==> config.mk <==
export PLATFORM = sky130hd
export DESIGN_NAME = vector_writeback
export DESIGN_NICKNAME = d
export VERILOG_FILES = /design/src/rtl/vector_writeback_pkg.sv /design/src/rtl/vector_pend_mask.sv /design/src/rtl/vector_writeback.sv
export SDC_FILE = /design/constraint.sdc
export NUM_CORES = 1
export LEC_CHECK = 0
export ABC_AREA = 1
export ABC_CLOCK_PERIOD_IN_PS = 2500
export CAP_MARGIN = 20
export CORE_MARGIN = 2
export CORE_UTILIZATION = 35
export DETAILED_ROUTE_END_ITERATION = 10
export PLACE_DENSITY_LB_ADDON = 0.05
export SYNTH_ARGS = -nofsm -noshare
export SYNTH_HDL_FRONTEND = slang
export SYNTH_SLANG_ARGS = --single-unit
==> constraint.sdc <==
create_clock -name clk -period 2.5 [get_ports clk]
set_input_delay 0.375 -clock clk [delete_from_list [all_inputs] [get_ports clk]]
set_output_delay 0.375 -clock clk [all_outputs]
set_load 0.005 [all_outputs]
==> src/rtl/vector_writeback_pkg.sv <==
// vector_writeback_pkg: shared encodings and beat-count rule for the vector write sequencer.
package vector_writeback_pkg;
  localparam int MAX_GROUP = 4;
  typedef enum logic [2:0] {
    INST_VXOR     = 3'b000,
    INST_VMACC    = 3'b001,
    INST_VREDSUM  = 3'b010,
    INST_VSLIDEUP = 3'b011,
    INST_VRGATHER = 3'b100,
    INST_INVALID  = 3'b111
  } inst_e;
  typedef enum logic [1:0] {S_IDLE = 2'd0, S_WRITE = 2'd1, S_DONE = 2'd2} state_e;
  // Reductions produce a scalar in vd only, whatever the group size.
  function automatic logic [2:0] beats(input logic [2:0] inst, input logic lmul);
    return (lmul && inst != INST_VREDSUM) ? 3'(MAX_GROUP) : 3'd1;
  endfunction
endpackage

==> src/rtl/vector_pend_mask.sv <==
// vector_pend_mask: pending-write mask; sets a wrapping run of registers, clears one index per cycle.
module vector_pend_mask import vector_writeback_pkg::*; #(
  parameter int N  = 32,
  parameter int IW = $clog2(N)
) (
  input  logic          clk,
  input  logic          rst_n,
  input  logic          i_set,
  input  logic [IW-1:0] i_base,
  input  logic [2:0]    i_cnt,
  input  logic          i_clr,
  input  logic [IW-1:0] i_clr_idx,
  output logic [N-1:0]  o_mask
);
  logic [N-1:0] r_mask, w_set, w_clr;
  always_comb begin
    w_set = '0;
    for (int i = 0; i < MAX_GROUP; i++)
      if (i_set && 3'(i) < i_cnt) w_set[i_base + IW'(i)] = 1'b1;
    w_clr = i_clr ? N'(1) << i_clr_idx : '0;
  end
  always_ff @(posedge clk or negedge rst_n)
    if (!rst_n) r_mask <= '0;
    else r_mask <= (r_mask | w_set) & ~w_clr;
  assign o_mask = r_mask;
endmodule

==> src/rtl/vector_writeback.sv <==
// vector_writeback: takes one result group per handshake and writes it to the register file one beat per cycle.
module vector_writeback import vector_writeback_pkg::*; #(
  parameter int VLEN = 128,
  parameter int NREG = 32
) (
  input  logic              clk,
  input  logic              rst_n,
  input  logic              wb_valid,
  output logic              wb_ready,
  input  logic [2:0]        wb_inst,
  input  logic [4:0]        wb_vd,
  input  logic              wb_lmul,
  input  logic [4*VLEN-1:0] wb_data,
  output logic              vsi_rf_we,
  output logic [4:0]        vsi_rf_waddr,
  output logic [VLEN-1:0]   vsi_rf_wdata,
  output logic              wb_done,
  output logic [NREG-1:0]   wb_pend
);
  state_e            r_state, w_next;
  logic [4:0]        r_vd;
  logic [1:0]        r_cnt, r_last;
  logic [4*VLEN-1:0] r_data;
  logic              w_acc, w_inv;
  logic [2:0]        w_n;
  always_comb begin
    w_acc  = wb_valid && r_state == S_IDLE;
    w_inv  = wb_inst == INST_INVALID;
    w_n    = beats(wb_inst, wb_lmul);
    w_next = r_state == S_IDLE  ? (wb_valid ? (w_inv ? S_DONE : S_WRITE) : S_IDLE) :
             r_state == S_WRITE ? (r_cnt == r_last ? S_DONE : S_WRITE) : S_IDLE;
  end
  always_ff @(posedge clk or negedge rst_n)
    if (!rst_n) begin
      r_state <= S_IDLE;
      r_vd    <= '0;
      r_cnt   <= '0;
      r_last  <= '0;
      r_data  <= '0;
    end else begin
      r_state <= w_next;
      if (w_acc) begin
        r_vd   <= wb_vd;
        r_cnt  <= '0;
        r_last <= 2'(w_n - 3'd1);
        r_data <= wb_data;
      end else if (r_state == S_WRITE) r_cnt <= r_cnt + 2'd1;
    end
  // Write port is decoded from registered state so nothing on wb_* reaches it combinationally.
  assign wb_ready     = r_state == S_IDLE;
  assign vsi_rf_we    = r_state == S_WRITE;
  assign vsi_rf_waddr = vsi_rf_we ? r_vd + 5'(r_cnt) : '0;
  assign vsi_rf_wdata = vsi_rf_we ? r_data[r_cnt*VLEN +: VLEN] : '0;
  assign wb_done      = r_state == S_DONE;
  vector_pend_mask #(.N(NREG)) u_pend (
    .clk       (clk),
    .rst_n     (rst_n),
    .i_set     (w_acc && !w_inv),
    .i_base    (wb_vd),
    .i_cnt     (w_n),
    .i_clr     (vsi_rf_we),
    .i_clr_idx (vsi_rf_waddr),
    .o_mask    (wb_pend)
  );
endmodule

==> results of run 1 <==
[cell usage in the layout (no fill, tap or decap), drive strengths merged, types with 5 or more instances in the layout]
| cell type | n |
|---|---|
| dfrtp | 554 |
| diode | 28 |
| buf | 352 |
| clkdlybuf4s50 | 557 |
| nand4 | 5 |
| o21bai | 22 |
| bufinv | 5 |
| clkbuf | 138 |
| clkinv | 21 |
| nand3 | 35 |
| nor3 | 8 |
| nor2 | 695 |
| nand2 | 1711 |
| inv | 56 |
| o21ai | 275 |
| a21oi | 144 |
[area by class of cell]
cell class	instances	area [µm²]	area share, %
flip-flops and latches	554	13900	33.9
multi-input cells	2904	13000	31.8
repair buffers	958	10300	25.1
clock buffers	91	1890	4.61
well taps	978	1220	2.99
clock inverters	28	314	0.767
inverters	54	251	0.614
diodes	28	70.1	0.171
repair inverters	3	62.6	0.153
[synthesized netlist by cell type]
master / instances / area, µm²
a21oi_1: 144 / 721
buf_1: 15 / 56.3
buf_2: 57 / 285
buf_4: 6 / 45.0
clkbuf_1: 149 / 559
clkinv_1: 1 / 3.75
dfrtp_1: 554 / 13900
fa_1: 1 / 20.0
ha_1: 4 / 50.1
inv_1: 48 / 180
inv_2: 5 / 18.8
nand2_1: 1705 / 6400
nand2_2: 5 / 31.3
nand2_4: 1 / 11.3
nand3_1: 34 / 170
nand3_2: 1 / 10.0
nand3b_1: 1 / 7.51
nand4_1: 5 / 31.3
nor2_1: 686 / 2570
nor2_2: 2 / 12.5
nor2_4: 7 / 78.8
nor3_1: 8 / 40.0
o21ai_0: 261 / 1310
o21ai_1: 13 / 65.1
o21ai_2: 1 / 8.76
o21bai_1: 22 / 165
o22ai_1: 1 / 6.26
xor2_1: 2 / 17.5
[registers in the layout, indices dropped and copies added (netlist names)]
register       flops
r_state            2
u_pend.o_mask     32
r_data           512
r_cnt              2
r_vd               5
r_last             1
[layer usage]
layer	up-vias	track usage, %	share of wire (%)
li1	13249	-	-
met1	13293	34.2	42
met2	786	45.5	49
met3	208	7.12	6.6
met4	42	9.49	2.8
met5	-	0	0.23
[power by group]
part           leakage [µW]  total, µW  internal [µW]  switching, µW
sequential          0.00679      16300          13300           3040
combinational        0.0120      25600          11400          14200
clock               0.00109       9990           5850           4140
[worst max-delay path by stage]
stage,startpoint,end,slack (ns),cells past startpoint
after floorplan,r_cnt[1]$_DFFE_PN0P_,vsi_rf_waddr[4],0.22,10
after global routing,r_cnt[0]$_DFFE_PN0P_,vsi_rf_wdata[33],-0.30,9
after detailed placement,r_cnt[0]$_DFFE_PN0P_,vsi_rf_wdata[127],-0.12,6
after CTS,r_cnt[0]$_DFFE_PN0P_,vsi_rf_wdata[30],-0.50,8
after global placement,r_cnt[0]$_DFFE_PN0P_,vsi_rf_wdata[127],-0.16,6
final,r_cnt[0]$_DFFE_PN0P_,vsi_rf_wdata[34],-0.23,9
[repair_timing]
action,CTS,global route
hold buffers,1,0
pin swaps,16,223
cloned,10,38
buffers inserted,9,103
endpoints found under the setup margin,134,138
gates resized for setup,213,918
endpoints found under the hold margin,30,0
[logic make-up after synthesis]
kind of cell             after synthesis  synth area share (%)
AND/OR/NAND/NOR                     2455                  35.0
flip-flops                           554                  51.8
AO/OA/AOI/OAI                        442                  8.50
buffers and inverters                281                  4.30
adder cells (fa/ha/maj)                5                 0.262
XOR/XNOR                               2                0.0655
[through the flow]
step	total power (µW)	setup WS (ns)	TNS, ns	hold WS [ns]	utilization (%)
2_1_floorplan	26300	0.223	0	0.0794	-
3_3_place_gp	35500	-0.162	-0.162	0.358	46.7
3_5_place_dp	35600	-0.121	-0.121	0.362	46.7
4_1_cts	46700	-0.504	-38.10	0.245	50.3
5_1_grt	55400	-0.304	-21.17	0.267	54.0
6_report	51900	-0.229	-10.42	0.279	54.0
[worst register-to-register path: cells and delay by family, from the launching register on]
family	cells	cell delay (ns)
flip-flops	1	0.54
AND/OR/NAND/NOR	5	0.70
AO/OA/AOI/OAI	1	0.07
buffers and inverters	3	0.34
adder cells (fa/ha/maj)	2	0.60
==> flow_metrics.tcl, run 1 <==
set metrics [dict create \
    hold_viol_final 0 \
    fin_cells 5598 \
    clk_latency_ns 0.63 \
    boundaryPins 692 \
    synth_area_per_cell_um2 7.15 \
    final.min_clock_period_ns 2.73 \
    finClkSkew_ns 0.0263 \
    crit_family "buffers and inverters" \
    irDropWorstVdd_v 0.000793 \
    die_h_um 280 \
    max_freq_ghz 0.366 \
    first_pass_iters 5 \
    drt-vias-per-instance 4.93 \
    dpl.hpwl_um 75700 \
    dp_cells 5299 \
    hold-path-cell-count 3 \
    clockBufferDepth 3 \
    area_delta_synth_final_pct 53.2 \
    finalWirelength_um 119000 \
    ant_nets 0 \
    num_vias 27578 \
    syn_nets 4268 \
    power_density_mw_per_mm2 1270 \
    grt_max_degree 112 \
    row_count 101 \
    worstPathMaxFanout 8 \
    gp_routability_congestion 0.963 \
    reg2reg_from "r_cnt[0]$_DFFE_PN0P_" \
    violations "setup timing" \
    place_area_mm2 0.0354 \
    fin_ws_ns -0.229 \
    cpMostUsedCell "nor2_1" \
    n_fill_cell 7391 \
    final_cell_area_mm2 0.0410 \
    p_leak_uw 0.0199 \
    worst-endpoint-arrival_ns 2.35 \
    h-tree-depth 3 \
    numClockSinks 554 \
    rrSetupSlack_ns 0.12 \
    endpoint_kind "output pin" \
    start_util_pct 35.3 \
    grt.overflow.total 0 \
    syn_area_mm2 0.0267 \
    core_mm2 0.0758 \
    crit_chain "buf_16 -> buf_12 -> buf_6 -> clkbuf_16 -> nor2_1 -> nor2_1 -> o21ai_1 -> a21oi_2 -> buf_4" \
    reg2reg_depth 11 \
    grt_pass1_vias 25958 \
    grt_usage_pct 27.3 \
    worst-setup-path-type "reg -> out" \
    ys_ff_latch 554 \
    worstSetupStartpointType "flip-flop" \
    finalNetCount 5072 \
    clkTransAtPathRegs_ns 0.06 \
    drc_errors 0 \
    die_width_um 280 \
    ys_seq_area_share_pct 51.8 \
    cts_tree "built" \
    hp-class "in -> reg" \
    setup_viol 123 \
    period_share_pct 109 \
    syn_inst 3739 \
    rsz0062_at_grt "yes" \
    ctsRootBufferMaster "clkbuf_16" \
    cpPeakStageDelay_ns 0.50 \
    worst-path-buf-inv 5 \
    routedWlPerCell_um 21.2 \
    final_max_slew_viol_count 0 \
    tightest_slew_ns 0.614 \
    r2r_end "u_pend.o_mask[6]$_DFF_PN0_" \
    drive_gt1_share_pct 17.6 \
    grt_pass1_wl_um 162000 \
    status "finished, violations left" \
    die_area_mm2 0.0786 \
    slowest_stage "dfrtp_4" \
    hold-path-endpoint "r_data[231]$_DFFE_PN0P_" \
    antenna_found_initial 47 \
    maxCapViolCount 0 \
    yosys_warnings 0 \
    timing.slew.headroom_pct 59.1 \
    drtIter0Drc 2017 \
    synth.distinct_cells 28 \
    hold_path_startpoint "wb_data[231]" \
    port_buffers 691 \
    cp.required_ns 2.12 \
    cts_inserted_buffers 68 \
]
No activity file was read; power rests on OpenSTA's default activity.
==> run 2, diff against run 1 <==
ABC_AREA = unset   (was 1)
CORE_MARGIN = 8   (was 2)
CTS_CLUSTER_DIAMETER = 80   (was unset)
==> flow_metrics.tcl, run 2 <==
set metrics [dict create \
    synth_top_area_share_pct 53.0 \
    cts_tree "built" \
    met3WireLength_um 8860 \
    period_share_pct 111 \
    dp_cells 4520 \
    irDropWorstVdd_v 0.00102 \
    finalNetCount 4227 \
    worst-endpoint-arrival_ns 2.41 \
    synth_edf_count 0 \
    final.min_clock_period_ns 2.79 \
    yosys_warnings 0 \
    rsz0062_at_grt "yes" \
    ant_nets 0 \
    grt.overflow.total 0 \
    fin_ws_ns -0.285 \
    wl_met1_um 45100 \
    yosys.area.top_type "dfrtp_1" \
    final_cell_mix "nand2_1 (1,578), clkdlybuf4s50_1 (557), dfrtp_1 (552), buf_6 (151), buf_4 (151)" \
    grt_usage_pct 26.3 \
    synthTopCellsByCount "nand2_1 (1,580), dfrtp_1 (554), clkbuf_1 (153)" \
    clk_latency_ns 0.61 \
    num_vias 23767 \
    endpoint_kind "output pin" \
    yosys-top-cells-area "dfrtp_1 (53%), nand2_1 (23%), mux4_2 (11%)" \
    area_delta_synth_final_pct 50.9 \
    ys_seq_area_share_pct 53.0 \
    syn_inst 2865 \
    max_freq_ghz 0.359 \
    dp_slack_ns -0.400 \
    largest_reg_flops 512 \
    violations "setup timing" \
    hp-class "in -> async" \
    port_buffers 691 \
    boundaryPins 692 \
    timing.slew.headroom_pct 31.4 \
    gp_routability_congestion 0.926 \
    grt_pass1_wl_um 165000 \
    hold_viol_final 0 \
    largest-register "r_data" \
    syn_nets 3394 \
    drt-vias-per-instance 5.01 \
    p_leak_uw 0.0190 \
    maxCapViolCount 0 \
    die_width_um 289 \
    cp.required_ns 2.12 \
    worstSetupStartpointType "flip-flop" \
    drtIter0Drc 1600 \
    topRoutingLayerUsed "met5" \
    syn_area_mm2 0.0261 \
    tightest_slew_ns 1.03 \
    drive_gt1_share_pct 20.7 \
    clkTransAtPathRegs_ns 0.06 \
    routedWlPerCell_um 23.7 \
    numClockSinks 554 \
    antenna_found_initial 41 \
    synth_area_per_cell_um2 9.13 \
    tns_ns -20.43 \
    first_pass_iters 7 \
    mostFrequentLayoutCell "nand2_1" \
    synthArstFlopShare_pct 100 \
    die_area_mm2 0.0837 \
    finClkSkew_ns 0.0311 \
    final_max_slew_viol_count 0 \
    status "finished, violations left" \
    grt_max_degree 220 \
    core_mm2 0.0742 \
    yosysMostFrequentCell "nand2_1" \
    synth.distinct_cells 62 \
    clockBufferDepth 3 \
    row_count 100 \
    worst-setup-path-type "reg -> out" \
    power_density_mw_per_mm2 1250 \
    ys_ff_latch 554 \
    drc_errors 0 \
    dpl.hpwl_um 80600 \
    start_util_pct 35.2 \
    h-tree-depth 3 \
    fin_cells 4742 \
    die_h_um 289 \
    cts_inserted_buffers 67 \
    ctsRootBufferMaster "clkbuf_16" \
    synth_top_flop_cell "dfrtp_1" \
    met2_length_um 54600 \
    grt_pass1_vias 25259 \
    finalWirelength_um 112000 \
    setup_viol 131 \
    worstPathMaxFanout 6 \
]
[run 2: changes by cell type after synthesis, moves of 125 or more]
cell,delta
nor2_1,-659
o21ai_0,-237
and2_1,+135
a21oi_1,-128
mux4_2,+128
nand2_1,-125
[run 2: path summary, 6_finish.rpt]
check	start	to	slack [ns]	depth (start not counted)
worst min-delay path	rst_n	u_pend.o_mask[3]$_DFF_PN0_	0.22	2
worst min register to register	r_data[348]$_DFFE_PN0P_	r_data[348]$_DFFE_PN0P_	0.47	2
worst max-delay path	r_cnt[0]$_DFFE_PN0P_	vsi_rf_wdata[48]	-0.29	7
min in group clk	wb_data[396]	r_data[396]$_DFFE_PN0P_	0.29	3
worst max register to register	r_state[0]$_DFF_PN0_	u_pend.o_mask[6]$_DFF_PN0_	0.13	7
max in group asynchronous	rst_n	r_data[27]$_DFFE_PN0P_	1.22	4
[run 2: kinds of logic (layout without fill, tap and decap cells)]
| group | after synthesis | count (layout) | synth area share, % |
|---|---|---|---|
| flip-flops | 554 | 554 | 53.0 |
| XOR/XNOR | 9 | 9 | 0.301 |
| other | 0 | 26 | 0 |
| multiplexers | 129 | 129 | 11.1 |
| AO/OA/AOI/OAI | 141 | 141 | 3.93 |
| AND/OR/NAND/NOR | 1833 | 1833 | 28.5 |
| adder cells (fa/ha/maj) | 5 | 5 | 0.268 |
| buffers and inverters | 194 | 1076 | 2.90 |
[run 2: metrics by stage]
stage                     area [µm²]  hold WS, ns  total power, µW  utilization (%)
after floorplan                26200       0.0794            26400                -
after global placement         35300        0.251            35400             47.6
after detailed placement       35300        0.249            35800             47.6
after CTS                      39200        0.190            49600             52.9
after global routing           39400        0.217            52600             53.1
final                          39500        0.224            49400             53.2
[run 2: final cells by class]
class                   instances  area [µm²]
fillers                      6837       34700
flip-flops and latches        554       13900
multi-input cells            2117       11900
repair buffers                949       10100
clock buffers                  98        2000
well taps                     969        1210
clock inverters                20         218
diodes                         26        65.1
inverters                       9        36.3
[run 2: report_power, final]
part / internal [µW] / switching (µW)
Sequential: 13300 / 2530
Combinational: 12600 / 11100
Clock: 5870 / 3990
Total: 31800 / 17600
[run 2: critical path: stages (launching register included)]
cell and delay, ns:
dfrtp_4 0.52, buf_12 0.16, buf_12 0.14, buf_8 0.14
buf_12 0.12, mux4_2 0.44, and2_4 0.18, buf_6 0.11
[run 2: what timing repair did]
| item | in CTS | in global routing |
|---|---|---|
| gates resized for setup | 843 | 79 |
| buffers inserted | 61 | 14 |
| hold buffers | 1 | 0 |
| setup endpoints to repair | 137 | 139 |
| hold endpoints to repair | 125 | 0 |
| pin swaps | 38 | 21 |
| cloned | 17 | 0 |
[run 2: per-layer routing]
layer / vias up / track usage [%]
met5: - / 0
met4: 28 / 8.39
met3: 207 / 7.46
met2: 788 / 43.9
met1: 11757 / 32.8
li1: 10987 / -
